$ cat config.mk
export PLATFORM = sky130hd
export DESIGN_NAME = up_loader
export DESIGN_NICKNAME = d
export VERILOG_FILES = /design/src/rtl/up_loader.sv
export SDC_FILE = /design/constraint.sdc
export NUM_CORES = 1
export LEC_CHECK = 0
export ABC_AREA = 1
export CORE_MARGIN = 4
export CORE_UTILIZATION = 54
export DETAILED_ROUTE_END_ITERATION = 8
export PLACE_DENSITY_LB_ADDON = 0.15
export SLEW_MARGIN = 40
export SYNTH_ARGS = -nofsm -noshare
export SYNTH_HDL_FRONTEND = slang
export SYNTH_SLANG_ARGS = --single-unit
$ cat constraint.sdc
create_clock -name clk -period 1.8 [get_ports clk]
set_clock_uncertainty 0.1 [all_clocks]
set_input_delay 0.36 -clock clk [delete_from_list [all_inputs] [get_ports clk]]
set_output_delay 0.36 -clock clk [all_outputs]
set_load 0.05 [all_outputs]
$ cat src/rtl/up_loader.sv
// Serial program loader: parses A5/LEN/DATA/CSUM frames from the UART, writes the payload
// into memory from address 0, echoes each frame byte and answers with ACK or NAK.
module up_loader #(
  parameter int unsigned TIMEOUT = 10_000_000,
  parameter int unsigned CNT_W   = 24,
  parameter logic [7:0]  ACK     = 8'h4B,
  parameter logic [7:0]  NAK     = 8'h45
) (
  input  logic       clk,
  input  logic       rst,
  input  logic       prog,
  input  logic       recieved,
  input  logic [7:0] data_rx,
  input  logic       busy_tx,
  output logic       transmit,
  output logic [7:0] data_tx,
  output logic       mem_we,
  output logic [7:0] mem_addr,
  output logic [7:0] mem_data,
  output logic       done,
  output logic       error
);

  localparam logic [7:0]       SYNC = 8'hA5;
  localparam logic [CNT_W-1:0] TMO  = CNT_W'(TIMEOUT);

  typedef enum logic [2:0] {
    S_IDLE = 3'd0,
    S_LEN  = 3'd1,
    S_DATA = 3'd2,
    S_CSUM = 3'd3,
    S_RESP = 3'd4
  } state_t;

  state_t           state_q, state_d;
  logic [8:0]       cnt_q, cnt_d;
  logic [7:0]       sum_q, sum_d;
  logic [7:0]       mem_addr_q, mem_addr_d;
  logic             buf_full_q, buf_full_d;
  logic [7:0]       buf_data_q, buf_data_d;
  logic [1:0]       gap_q, gap_d;
  logic [CNT_W-1:0] tmr_q, tmr_d;
  logic             error_q, error_d;
  logic             mem_we_q, mem_we_d;
  logic [7:0]       mem_data_q, mem_data_d;
  logic             transmit_q, transmit_d;
  logic [7:0]       data_tx_q, data_tx_d;
  logic             done_q, done_d;
  logic             resp_pend_q, resp_pend_d;
  logic             resp_ack_q, resp_ack_d;
  logic             resp_in_buf_q, resp_in_buf_d;

  logic send_s;
  logic accept_s;
  logic framed_s;

  // Next-state, datapath and output computation
  always_comb begin
    state_d       = state_q;
    cnt_d         = cnt_q;
    sum_d         = sum_q;
    mem_addr_d    = mem_addr_q;
    buf_full_d    = buf_full_q;
    buf_data_d    = buf_data_q;
    gap_d         = gap_q;
    tmr_d         = tmr_q;
    error_d       = error_q;
    mem_we_d      = 1'b0;
    mem_data_d    = mem_data_q;
    transmit_d    = 1'b0;
    data_tx_d     = data_tx_q;
    done_d        = 1'b0;
    resp_pend_d   = resp_pend_q;
    resp_ack_d    = resp_ack_q;
    resp_in_buf_d = resp_in_buf_q;

    // gap_q holds off the next pulse until the UART has had time to raise busy_tx
    send_s   = buf_full_q && !busy_tx && (gap_q == 2'd0);
    accept_s = !buf_full_q || send_s;
    framed_s = (state_q == S_LEN) || (state_q == S_DATA) || (state_q == S_CSUM);

    if (!prog) begin
      state_d       = S_IDLE;
      buf_full_d    = 1'b0;
      resp_pend_d   = 1'b0;
      resp_in_buf_d = 1'b0;
      gap_d         = 2'd0;
      tmr_d         = {CNT_W{1'b0}};
    end else begin
      gap_d      = (gap_q != 2'd0) ? (gap_q - 2'd1) : 2'd0;
      mem_addr_d = mem_addr_q + {7'd0, mem_we_q};

      if (recieved) begin
        tmr_d = {CNT_W{1'b0}};
      end else if (framed_s) begin
        tmr_d = tmr_q + {{(CNT_W-1){1'b0}}, 1'b1};
      end else begin
        tmr_d = {CNT_W{1'b0}};
      end

      if (send_s) begin
        transmit_d    = 1'b1;
        data_tx_d     = buf_data_q;
        buf_full_d    = 1'b0;
        gap_d         = 2'd2;
        done_d        = resp_in_buf_q && resp_ack_q;
        resp_in_buf_d = 1'b0;
        state_d       = resp_in_buf_q ? S_IDLE : state_q;
      end else begin
        transmit_d = 1'b0;
      end

      case (state_q)
        S_IDLE: begin
          if (recieved && (data_rx == SYNC)) begin
            state_d    = S_LEN;
            error_d    = 1'b0;
            buf_full_d = 1'b1;
            buf_data_d = data_rx;
            sum_d      = 8'd0;
            mem_addr_d = 8'd0;
          end else begin
            error_d = error_q;
          end
        end
        S_LEN, S_DATA, S_CSUM: begin
          if (recieved && accept_s) begin
            buf_full_d = 1'b1;
            buf_data_d = data_rx;
            case (state_q)
              S_LEN: begin
                cnt_d      = {(data_rx == 8'd0), data_rx};
                sum_d      = 8'd0;
                mem_addr_d = 8'd0;
                state_d    = S_DATA;
              end
              S_DATA: begin
                mem_we_d   = 1'b1;
                mem_data_d = data_rx;
                sum_d      = sum_q + data_rx;
                cnt_d      = cnt_q - 9'd1;
                state_d    = (cnt_q == 9'd1) ? S_CSUM : S_DATA;
              end
              default: begin
                resp_ack_d  = (data_rx == sum_q);
                error_d     = error_q | (data_rx != sum_q);
                resp_pend_d = 1'b1;
                state_d     = S_RESP;
              end
            endcase
          end else if (recieved) begin
            error_d     = 1'b1;
            resp_ack_d  = 1'b0;
            resp_pend_d = 1'b1;
            state_d     = S_RESP;
          end else if (tmr_q >= TMO) begin
            error_d = 1'b1;
            state_d = S_IDLE;
          end else begin
            error_d = error_q;
          end
        end
        S_RESP: begin
          if (resp_pend_q && !buf_full_q) begin
            buf_full_d    = 1'b1;
            buf_data_d    = resp_ack_q ? ACK : NAK;
            resp_pend_d   = 1'b0;
            resp_in_buf_d = 1'b1;
          end else begin
            resp_pend_d = resp_pend_q;
          end
        end
        default: begin
          state_d = S_IDLE;
        end
      endcase
    end
  end

  // State and output registers with synchronous reset
  always_ff @(posedge clk) begin
    if (rst) begin
      state_q       <= S_IDLE;
      cnt_q         <= 9'd0;
      sum_q         <= 8'd0;
      mem_addr_q    <= 8'd0;
      buf_full_q    <= 1'b0;
      buf_data_q    <= 8'd0;
      gap_q         <= 2'd0;
      tmr_q         <= {CNT_W{1'b0}};
      error_q       <= 1'b0;
      mem_we_q      <= 1'b0;
      mem_data_q    <= 8'd0;
      transmit_q    <= 1'b0;
      data_tx_q     <= 8'd0;
      done_q        <= 1'b0;
      resp_pend_q   <= 1'b0;
      resp_ack_q    <= 1'b0;
      resp_in_buf_q <= 1'b0;
    end else begin
      state_q       <= state_d;
      cnt_q         <= cnt_d;
      sum_q         <= sum_d;
      mem_addr_q    <= mem_addr_d;
      buf_full_q    <= buf_full_d;
      buf_data_q    <= buf_data_d;
      gap_q         <= gap_d;
      tmr_q         <= tmr_d;
      error_q       <= error_d;
      mem_we_q      <= mem_we_d;
      mem_data_q    <= mem_data_d;
      transmit_q    <= transmit_d;
      data_tx_q     <= data_tx_d;
      done_q        <= done_d;
      resp_pend_q   <= resp_pend_d;
      resp_ack_q    <= resp_ack_d;
      resp_in_buf_q <= resp_in_buf_d;
    end
  end

  assign transmit = transmit_q;
  assign data_tx  = data_tx_q;
  assign mem_we   = mem_we_q;
  assign mem_addr = mem_addr_q;
  assign mem_data = mem_data_q;
  assign done     = done_q;
  assign error    = error_q;

endmodule
# Word level (Yosys, flattened, before mapping)
# Cells that the tools add are included.
# totals
ff_bits	86
in_bits	13
output_inout_bits	28
# op_classes
n_addsub	5
order_cmp	1
eq_ne	16
n_mux	49
bitwise	7
reduce_logical	35
# op_table
operator	count
$mux W8	8
$pmux W8 S2	3
$add A24 B1 Y24 const B	1
$ge A24 B24 Y1 const B	1
$pmux W8 S3	1
$mux W1	22
$mux W3	6
$pmux W9 S2	1
$reduce_and A4 Y1	4
$reduce_and A5 Y1	3
$reduce_or A4 Y1	3
$reduce_bool A2 Y1	5
$eq A9 B1 Y1 const B	1
$ne A3 B3 Y1 const B	3
$pmux W3 S3	1
$sub A9 B1 Y9 const B	1
$add A8 B1 Y8	1
$add A8 B8 Y8	1
$eq A8 B8 Y1	1
$eq A8 B8 Y1 const B	1
$logic_not A8 Y1	1
$ne A2 B2 Y1 const B	4
$ne A8 B8 Y1	1
$eq A3 B2 Y1 const B	2
20 further kinds	37

# Logic depth before layout (Yosys ltp)
# logic_depth
ltp_word	8
depth_mapped	12

# Least setup slack after synthesis
# Ideal clock, no wire load.
# synth_timing
kind	flip-flop to flip-flop
from	register mem_addr_q[0], in the netlist mem_addr[0]
to	register mem_addr_q[7], in the netlist mem_addr[7]
setup_ps	121
t_arrival_ps	1592
required_ps	1579
slack_ps	-13
stages_incl_launch_ff	8
path_buffers	0
period_less_slack_ps	1813
path_cell_list	dfxtp_1 ha_1 nand3_1 nor2_1 nand4_1 nor2_1 xnor2_1 nor2_1
# synth_via
elab_chain_cells	4
# synth_rtl
element	line	text
start: declaration	38	logic [7:0] mem_addr_q, mem_addr_d;
start signal: assignment	204	mem_addr_q <= mem_addr_d;
$add A8 B1 Y8 *	91	mem_addr_d = mem_addr_q + {7'd0, mem_we_q};
$mux W8	130	case (state_q)
$mux W8	127	if (recieved && accept_s) begin
$pmux W8 S2 *	113	case (state_q)
# Mark *: on every way between the ends. The rest lies on a longest branch, timed or not.
# A chain may end at the register's enable or synchronous reset.

# Worst setup path in the final report
# layout_timing
from	input data_rx[4]
to	register resp_ack_q
# layout_via
elab_chain_cells	3
# layout_rtl
element	line	text
start: declaration	13	input logic [7:0] data_rx,
$eq A8 B8 Y1	145	resp_ack_d = (data_rx == sum_q);
$mux W1	130	
$mux W1	127	
end signal: assignment	216	resp_ack_q <= resp_ack_d;
end: declaration	50	logic resp_ack_q, resp_ack_d;
# Every way passes these cells. The select of a mux whose other input is x is not followed.

==> run metrics <==
status complete, no violations; clk buf depth 2; Final Max Slew Viols 0; Die Y-Extent around 99 um; filler instances approximately 660; Via density 5.387; Diodes inserted 0; Pwr per Cell Area 643.2 nW/um^2; Pwr Total about 3.6 mW; Max-cap violations 0; #FFs+latches synth 86; crit-path most repeated cell nor2_1; DRC 0; Critical Path AT ~2.0 ns; DR WL/cell roughly 14 um; remaining antenna violation count 0; setup tns final 0 ns; CTS buffer count 9; Worst EP required between 2 and 2.5 ns; GRT overflow 0; maximum number of pins on one net before global-route repair 27; IO buf count 40; static leakage about 2.5 nW; total global-route track usage 0.2339; core footprint just under 8000 um^2; antenna violations before repair 0; first-pass GRT wire length 18.98 mm; fraction of layout cells with a size suffix above 1 0.2029; Synth Warn # 0; Cell Area, Synth approximately 4500 um^2; crit path time final 1.752 ns; Setup Viol. Count Final 0; slowest library cell on the worst path clkdlybuf4s50_1; dpl hpwl between 8 and 9 mm; I/O pin cnt 41; syn_nets between 600 and 700; ys flop type dfxtp_1; Post-synth EDFFs 0; Slew Limit Headroom 0.7522; Async SR Flop Fraction 0; Detailed Route WL 11.60 mm; Max Fclk 570.7 MHz; Area growth, synth to finish 26.96%; Register Area roughly 1700 um^2; CP Cell Sequence clkdlybuf4s50_1 -> ha_2 -> inv_1 -> nand2_1 -> nor3_1 -> nand4_1 -> nor2_1 -> a21oi_1 -> nor2_1; Reg clk slew, reported paths 0.09 ns; Clock Latency Late Sink 0.36 ns; Core Rows 32; register area share after synthesis 0.3852; vias in the first global route roughly 4200; CP peak stage delay 0.52 ns; Core Util, Final 0.7194; Syn Inst Count approximately 650; Fin. Hold Viols 0; Initial DRT Pass Iterations 5; critical path class in -> reg; Crit Path Max Fanout 5; fin cells ~860; synth unique cells 35; placed cell count 837; worst vdd ir between 0.3 and 0.4 mV; Worst Setup End Kind flip-flop; Sink Count 86; period utilisation layout 0.9734; starting density of the core 0.5666; area of the die between 9000 and 10000 um^2; die width slightly below 100 um; fin nets 776; syn_area_per_cell approximately 6.9 um^2; CP Launch Type primary input; routability cong. between 0.9 and 1; hold-fix buffers at CTS 0; root buf cell clkbuf_8; vias roughly 4600; H-tree levels 3; multi-input combinational cell area roughly 2400 um^2; Hold Path Class in -> reg; CTS tree yes; 1st-iter DRT viols roughly 300; worst slew pin tran between 0.3 and 0.4 ns
cells in the mapped netlist, types with 3 or more instances:
cell type	number	area [um^2]
xnor2_1	5	43.79
nand2_2	4	25.02
nand3_1	52	260.3
nor2_1	69	259.0
nor4_1	5	31.28
o21a_1	4	30.03
clkbuf_1	6	22.52
inv_2	4	15.01
o21ai_0	40	200.2
nand4_1	16	100.1
dfxtp_1	86	1722
nor3_1	15	75.07
nand2_1	128	480.5
nor2_4	3	33.78
or2_2	6	37.54
inv_1	85	319.1
xor2_1	8	70.07
a21oi_1	75	375.4
ha_1	13	162.7
nor2_2	3	18.77
buf_6	3	33.78
timing repair:
item / 4_1_cts / 5_1_grt
pin swaps: 1 / 3
gates cloned: 0 / 2
setup buffers: 0 / 1
gates resized for setup: 4 / 21
setup endpoints to repair: 14 / 35
hold endpoints to repair: 0 / 0
worst max-delay path: cells and delay by family:
kind / cells / cell delay (ns)
compound gates: 1 / 0.05
fa+ha+maj: 1 / 0.33
buf+inv: 2 / 0.61
simple gates: 5 / 0.60
flip-flops by register name (all words and copies together) (netlist names), 2 cells and up:
| name | flops |
|---|---|
| state_q | 3 |
| data_tx | 8 |
| cnt_q | 9 |
| mem_addr | 8 |
| buf_data_q | 8 |
| sum_q | 8 |
| tmr_q | 24 |
| gap_q | 2 |
| mem_data | 8 |
power breakdown:
group / leakage (nW) / switching [mW] / internal (mW)
Clock: 0.106 / 0.752 / 0.786
Combinational: 1.65 / 0.117 / 0.0923
Sequential: 0.696 / 0.000363 / 1.90
per-stage QoR:
step           area [um^2]  hold slack [ns]  worst slack, ns
2_1_floorplan         4471           0.3239          0.01331
3_3_place_gp          5328           0.3397          -0.3888
3_5_place_dp          5328           0.3392          -0.4488
4_1_cts               5558           0.3536         0.003245
5_1_grt               5674           0.3653         -0.03466
6_report              5674           0.3317          0.04785
final timing paths:
check | start | to | slack, ns | depth (start not counted)
worst max-delay path | data_rx[4] | resp_ack_q$_SDFFE_PP0P_ | 0.05 | 9
worst min-delay path | busy_tx | transmit$_SDFF_PP0_ | 0.33 | 5
worst max register to register | buf_full_q$_SDFF_PP0_ | mem_data[5]$_SDFFE_PP0P_ | 0.11 | 11
worst min register to register | buf_data_q[4]$_SDFFE_PP0P_ | buf_data_q[4]$_SDFFE_PP0P_ | 0.35 | 2
routing by layer:
layer,track usage,share of wire,vias up
met5,0,0,-
met4,0.07143,0.015,0
met3,0.04529,0.065,18
met2,0.3667,0.45,163
met1,0.3255,0.47,2106
li1,-,-,2324
cells by family after synthesis:
logic type                 after synthesis  share of synthesized area
AOI/OAI and AO/OA                      124                     0.1433
xor gates and xnor gates                13                    0.02548
adders and majority gates               14                    0.04087
buffers and inverters                  103                    0.09266
DFF                                     86                     0.3852
and+or+nand+nor                        308                     0.3124
final cells by class:
cell class | count | area share
Multi-Input combinational cell | 459 | 0.4201
Tap cell | 102 | 0.02249
Timing Repair Buffer | 103 | 0.1539
Clock buffer | 9 | 0.02183
Inverter | 90 | 0.05954
Sequential cell | 86 | 0.3050
Clock inverter | 7 | 0.01720
placed cells by master (no fill, tap or decap), types with 3 or more instances in the layout:
master,n
buf_4,86
clkdlybuf4s50_1,8
nor2_4,3
nor2_1,68
o21a_1,4
nand3_1,51
a21oi_1,73
nand4_1,16
inv_2,6
inv_1,83
or2_2,6
nor4_1,4
clkbuf_8,9
xnor2_1,5
ha_1,12
dfxtp_1,79
nand2_1,124
nor3_1,15
nand3_2,3
dfxtp_2,7
xor2_1,8
nor2_2,4
dlymetal6s2s_1,3
nand2_2,8
o21ai_0,40
Note: power is estimated with default switching activity, not from simulation.
